### src/rtl/control_block_pkg.sv
// Shared widths and command codes for the GPIO control block.
package control_block_pkg;

  localparam int DATA_W = 24;
  localparam int MCU_W  = 13;
  localparam int CMD_W  = 3;
  localparam int LEN_W  = 10;
  localparam int STAT_W = 32;

  localparam logic [CMD_W-1:0] CMD_KERNEL_LOAD  = 3'd0;
  localparam logic [CMD_W-1:0] CMD_IMGSIZE_LOAD = 3'd1;
  localparam logic [CMD_W-1:0] CMD_IMG_LOAD     = 3'd2;
  localparam logic [CMD_W-1:0] CMD_DATA_REQUEST = 3'd3;
  localparam logic [CMD_W-1:0] CMD_GO_TO_RUN    = 3'd4;

endpackage

### src/rtl/control_block_valid_edge_detect.sv
// Registers the software strobe and flags its low-to-high transition.
module valid_edge_detect (
  input  logic clk_i,
  input  logic rst_ni,
  input  logic valid_i,
  output logic edge_o
);

  logic valid_q;

  // History resets high so a strobe held through reset is not seen as new.
  always_ff @(posedge clk_i or negedge rst_ni) begin
    if (!rst_ni) valid_q <= 1'b1;
    else         valid_q <= valid_i;
  end

  assign edge_o = valid_i & ~valid_q;

endmodule

### src/rtl/control_block.sv
// GPIO command decoder: latches kernel/length/result words and issues
// one-cycle control pulses to the address sequencer and convolution core.
module control_block
  import control_block_pkg::*;
(
  input  logic              i_CLK,
  input  logic              i_rst,
  input  logic [CMD_W-1:0]  i_GPIOctrl,
  input  logic              i_GPIOvalid,
  input  logic [DATA_W-1:0] i_GPIOdata,
  input  logic [MCU_W-1:0]  i_MCUdata,
  input  logic              i_EOP_from_FSM,
  output logic [DATA_W-1:0] o_KNLdata,
  output logic [LEN_W-1:0]  o_imgLength,
  output logic [MCU_W-1:0]  o_MCUdata,
  output logic [STAT_W-1:0] o_GPIOdata,
  output logic              o_load,
  output logic              o_run,
  output logic              o_valid_to_FSM,
  output logic              o_valid_to_CONV,
  output logic              o_KNorIMG,
  output logic              o_EOP_to_MCU
);

  logic              edge_w;
  logic [CMD_W-1:0]  ctrl_q;
  logic [DATA_W-1:0] knl_q,   knl_d;
  logic [LEN_W-1:0]  len_q,   len_d;
  logic [MCU_W-1:0]  mcu_q,   mcu_d;
  logic              eop_q,   eop_d;
  logic              run_q,   run_d;
  logic              vfsm_q,  vfsm_d;
  logic              vconv_q, vconv_d;

  valid_edge_detect u_edge (
    .clk_i   (i_CLK),
    .rst_ni  (i_rst),
    .valid_i (i_GPIOvalid),
    .edge_o  (edge_w)
  );

  // Decode the command present at the strobe edge into latch updates and pulses.
  always_comb begin
    knl_d   = knl_q;
    len_d   = len_q;
    mcu_d   = mcu_q;
    eop_d   = eop_q;
    run_d   = 1'b0;
    vfsm_d  = 1'b0;
    vconv_d = 1'b0;
    if (edge_w) begin
      case (i_GPIOctrl)
        CMD_KERNEL_LOAD: begin
          knl_d   = i_GPIOdata;
          vconv_d = 1'b1;
        end
        CMD_IMGSIZE_LOAD: len_d = i_GPIOdata[LEN_W-1:0];
        CMD_IMG_LOAD:     vfsm_d = 1'b1;
        CMD_DATA_REQUEST: begin
          mcu_d  = i_MCUdata;
          vfsm_d = 1'b1;
        end
        CMD_GO_TO_RUN: begin
          run_d = 1'b1;
          eop_d = 1'b0;
        end
        default: ;
      endcase
    end
    // A sequencer end-of-processing in the same cycle as a run restart wins.
    if (i_EOP_from_FSM) eop_d = 1'b1;
  end

  // Output and command registers; reset kills any in-flight pulse.
  always_ff @(posedge i_CLK or negedge i_rst) begin
    if (!i_rst) begin
      ctrl_q  <= '0;
      knl_q   <= '0;
      len_q   <= '0;
      mcu_q   <= '0;
      eop_q   <= 1'b0;
      run_q   <= 1'b0;
      vfsm_q  <= 1'b0;
      vconv_q <= 1'b0;
    end else begin
      ctrl_q  <= i_GPIOctrl;
      knl_q   <= knl_d;
      len_q   <= len_d;
      mcu_q   <= mcu_d;
      eop_q   <= eop_d;
      run_q   <= run_d;
      vfsm_q  <= vfsm_d;
      vconv_q <= vconv_d;
    end
  end

  assign o_KNLdata       = knl_q;
  assign o_imgLength     = len_q;
  assign o_MCUdata       = mcu_q;
  assign o_EOP_to_MCU    = eop_q;
  assign o_run           = run_q;
  assign o_valid_to_FSM  = vfsm_q;
  assign o_valid_to_CONV = vconv_q;
  // Mode levels track the registered command regardless of strobes.
  assign o_load          = (ctrl_q == CMD_IMG_LOAD);
  assign o_KNorIMG       = (ctrl_q != CMD_KERNEL_LOAD);
  assign o_GPIOdata      = {{(STAT_W-MCU_W-1-CMD_W){1'b0}}, ctrl_q, eop_q, mcu_q};

endmodule

### config.mk
export PLATFORM = sky130hd
export DESIGN_NAME = control_block
export DESIGN_NICKNAME = d
export VERILOG_FILES = /design/src/rtl/control_block_pkg.sv /design/src/rtl/control_block_valid_edge_detect.sv /design/src/rtl/control_block.sv
export SDC_FILE = /design/constraint.sdc
export NUM_CORES = 1
export LEC_CHECK = 0
export BUFFER_PORTS_ARGS = -buffer_cell sky130_fd_sc_hd__buf_2
export CAP_MARGIN = 20
export CORE_MARGIN = 1.5
export CORE_UTILIZATION = 40
export DETAILED_ROUTE_END_ITERATION = 6
export PLACE_DENSITY = 0.72
export SLEW_MARGIN = 20
export SYNTH_ARGS = -nofsm -noshare
export SYNTH_HDL_FRONTEND = slang
export SYNTH_SLANG_ARGS = --single-unit
### constraint.sdc
create_clock -name i_CLK -period 2.09 [get_ports i_CLK]
set_input_delay 0.418 -clock i_CLK [delete_from_list [all_inputs] [get_ports i_CLK]]
set_output_delay 0.418 -clock i_CLK [all_outputs]
set_load 0.005 [all_outputs]
* Word-level counts from Yosys, hierarchy flattened *
Index checks and enable logic that the tools add are counted.

word-level totals
  logic and storage cells = 34
  input bits = 44
  bits in registers = 55
  output and inout port bits = 85

cells by class
  muxes and demuxes = 9
  equal/unequal tests = 5
  reduce and logical (&&, ||, !) cells = 9
  bitwise operators = 2

operators with widths
  kind                count
  $eq 3x2->1 const B  3
  $mux 1              9
  $reduce_and 2->1    4
  $reduce_bool 2->1   2
  $eq 3x1->1 const B  1
  $eq 3x3->1 const B  1
  $logic_not 3->1     1
  $reduce_bool 3->1   1
  $reduce_or 2->1     1
  $and 1x1->1         1
  $not 1->1           1

* Longest topological paths before layout *
  word-level depth = 4
  mapped depth = 4
  depth with buffers taken out = 3

* Hierarchy *
From an unflattened synthesis, not the netlist that was laid out.

unflattened totals
  cells, all modules = 146
  area, all modules = 2262.2 µm²

by module, submodules not included
  module             instances  area an instance (µm²)  seq. area each (µm²)  cells an instance
  control_block      1          2222.1                  1351.3                144
  valid_edge_detect  1          40.0                    26.3                  2

* Worst setup path after synthesis *
Ideal clock, no wire load.

  path kind = input to register
  start point = input port i_GPIOctrl[2]
  end point = register len_q[0] (netlist: o_imgLength[0])
  path buffers = 1
  library setup time = 0.125 ns
  stages on the path = 3
  required time = 1.965 ns
  data arrival time = 1.401 ns
  path slack = 0.564 ns
  path through = or4_1 > buf_6 > mux2_4

between the ends
  longest elaborated chain between the ends = 2

ends and longest elaborated chain
  element                            RTL line             source
  start, declared                    control_block.sv:8   input logic [CMD_W-1:0] i_GPIOctrl,
  $eq 3x1->1                         control_block.sv:52  case (i_GPIOctrl)
  $reduce_and 2->1 (no source line)  n/a
  end signal, assigned               control_block.sv:88  len_q <= len_d;
  end, declared                      control_block.sv:28  logic [LEN_W-1:0] len_q, len_d;

No other way between the ends.
A chain may end at the register's enable or synchronous reset.

* Worst setup path in the final report *
  start point = register ctrl_q[1]
  end point = output port o_KNorIMG

between the ends
  longest elaborated chain between the ends = 1

ends and longest elaborated chain
  element                 RTL line              source
  start, declared         control_block.sv:26   logic [CMD_W-1:0] ctrl_q;
  start signal, assigned  control_block.sv:86   ctrl_q <= i_GPIOctrl;
  $reduce_bool 3->1       control_block.sv:106  assign o_KNorIMG = (ctrl_q != CMD_KERNEL_LOAD);
  end, declared           control_block.sv:21   output logic o_KNorIMG,

No other way between the ends.

==> run summary <==
Outcome -> finished, final reports clean
Total CTS buffers -> 5
Post-cts repair resize count -> 0
Top delay family on crit path -> flip-flops
DIE HEIGHT -> 78.9 um
Uppermost layer routed -> met4
Met2 routed WL -> 2010 um
Met3 wire length -> 271 um
Critical Setup Path Class -> reg -> out
Drt initial violations -> 30
Hold Slack -> 0.115 ns
Main synth FF type -> dfrtp_1
Clock sinks -> 55
R2r endpoint -> o_imgLength[2]
Main area contributors after synthesis -> dfrtp_1 59%, mux2_2 18%, buf_4 9.4%, mux2_4 6.5%, dfstp_2 1.1%
Comb power frac -> 24.2%
WL met1 -> 1780 um
RSZ-0062 raised after global routing -> false
Internal power -> 1.93 mW
Critical Path, Cell by Cell -> or3_1 -> buf_2
Setup TNS -> 0 ns
Leakage -> 1.58 nW
Max-slew violation count -> 0
Startpoint Class -> flop
Port bufs -> 113
Sequential share of the synthesized area -> 59.7%
Starting Density -> 41.6%
I/O Pins -> 129
CP bufs+invs -> 1
Critical Path Max Stage Delay -> 0.40 ns
Diodes inserted -> 0
Initial antenna violation count -> 0
Worst-path fanout max -> 3
Grt ovf -> 0
Commonest cells in the netlist -> 54 x dfrtp_1, 37 x mux2_2, 29 x buf_4, 10 x mux2_4, 3 x inv_1
Setup bufs post-CTS -> 0
Tcrit/Tclk final -> 76.7%
CTS Hold Bufs -> 0
Power density over the cells -> 899 mW/mm^2
Layout area overhead -> 25.1%
WP data required -> 1.67 ns
Die area -> 0.00623 sq mm
Global-route wire length before repair -> 6250 um
Nets -> 300
R2R setup slack -> 0.54 ns
Critical path endpoint category -> output pin
H-tree level count -> 2
P_sw -> 0.661 mW
Worst R2R Start -> u_edge.valid_q
Mapped cell area -> 0.00231 sq mm
Average cell area after synthesis -> 15.3 sq um
Count leader, synth -> dfrtp_1
Total GRT Usage -> 13.0%
Post-synth top area cell -> dfrtp_1
Clock Root Buffer -> clkbuf_8
Max-cap violations -> 0
Total power -> 2.59 mW
Core region area -> 0.00554 sq mm
Clock power frac -> 22.2%
Synth Register Bits -> 55
Vias post-DR -> 1445
Worst VDD drop -> 0.399 mV
Reg power frac -> 53.6%
Critical Path AT -> 1.19 ns
First drt pass iteration count -> 4
Final setup fails -> 0
Syn. warnings -> 0
ANT nets after route -> 0
Post-Route WL -> 4100 um
Count of different cell masters after synthesis -> 20
Post-synth EDFFs -> 0
Final count of hold timing violations -> 0
Vias in the first global route -> 1341
DP Worst Slack -> 0.381 ns
Cells on worst reg2reg path -> 4
Clock skew -> 0.00671 ns
Top cell type's share of synthesized area -> 58.6%
Least-Margin Pin Slew -> 0.606 ns
Die X -> 78.9 um
Worst-Skew Late Latency -> 0.30 ns
Tmin final -> 1.60 ns
Final non-filler cell total -> 328
Final WS setup -> 0.486 ns
Row Count -> 27
CTS tree -> yes
Share of post-route cells with drive strength above 1 -> 68.4%
Longest Clk Path Bufs -> 2
Min-delay worst type -> in -> async
Register clock-pin slew on the reported worst setup and hold paths -> 0.09 ns
RD Place Congestion -> 0.670
Drt wl/cell -> 12.5 um
Largest net degree at the start of global routing -> 31
Post-placement cell count -> 321
Post-Syn Instances -> 151
Asr flop ratio synth -> 100%
Switch share -> 25.5%
CP max stage cell -> dfrtp_1
Relative slew slack -> 59.6%
Drt drc -> 0
Drt via density -> 4.41
DP HPWL -> 3110 um
Max Freq -> 623 MHz
[layout by cell type (no fill, tap or decap)]
cell type / synthesis / routed
o21bai_1: 1 / 1
inv_1: 3 / 3
nand2b_4: 1 / 1
or3_1: 1 / 1
or4_1: 1 / 1
nor2_1: 2 / 2
clkinv_2: 0 / 1
dfrtp_1: 54 / 54
buf_4: 29 / 3
mux2_2: 37 / 37
buf_2: 1 / 113
nand2b_1: 1 / 1
dfstp_2: 1 / 1
mux2_4: 10 / 10
nand2_2: 1 / 1
nor3b_1: 2 / 2
buf_12: 0 / 1
clkbuf_8: 1 / 6
conb_1: 1 / 15
and3b_1: 1 / 1
nor3_2: 1 / 1
[routing by layer]
layer	global-route usage [%]	vias up
li1	-	677
met2	22.1	68
met4	5.61	0
met3	2.53	4
met1	16.3	696
met5	0	-
[kinds of logic (layout without fill, tap and decap cells)]
group           count (synthesis)  count (layout)  share of synthesized area (%)
flops                          55              55                           59.7
other cells                     1              15                          0.163
buf+inv                        36             127                           11.7
simple gates                   11              11                           3.53
compound gates                  1               1                          0.326
mux                            47              47                           24.6
[state kept, by name, summed over array words and instances, names as in the netlist]
signal and count:
o_valid_to_CONV 1, o_valid_to_FSM 1, o_imgLength 10, ctrl_q 3
o_run 1, o_KNLdata 24, u_edge.valid_q 1, o_EOP_to_MCU 1
o_MCUdata 13
[cell type report]
cell class              instances  area [sq um]
flip-flops and latches         55          1380
fillers                       505          2650
inverters                       3          11.3
repair buffers                117           608
clock inverters                 1          5.00
well taps                      72          90.1
multi-input cells              74           712
clock buffers                   6          82.6
[metrics by stage]
stage | area [sq um] | util [%]
6_report | 2890 | 52.1
5_1_grt | 2890 | 52.1
4_1_cts | 2890 | 52.1
3_5_place_dp | 2800 | 50.5
3_3_place_gp | 2800 | 50.5
2_1_floorplan | 2360 | -
[how the worst max path moves through the flow]
stage                   from             end  slack [ns]  cells past startpoint
3_3_place_gp   i_GPIOctrl[2]  o_imgLength[0]        0.39                      4
2_1_floorplan  i_GPIOctrl[2]  o_imgLength[0]        0.56                      3
3_5_place_dp   i_GPIOctrl[2]  o_imgLength[2]        0.38                      4
4_1_cts            ctrl_q[1]       o_KNorIMG        0.48                      2
5_1_grt            ctrl_q[1]       o_KNorIMG        0.41                      2
6_report           ctrl_q[1]       o_KNorIMG        0.49                      2
[power groups by stage]
stage,Clock [mW],Combinational [mW],Sequential [mW]
after global placement,0,0.625,1.41
after detailed placement,0,0.641,1.41
after CTS,0.608,0.641,1.39
after floorplan,0,0.342,1.43
final,0.576,0.627,1.39
after global routing,0.658,0.694,1.42
No activity file was read; power rests on OpenSTA's default activity.
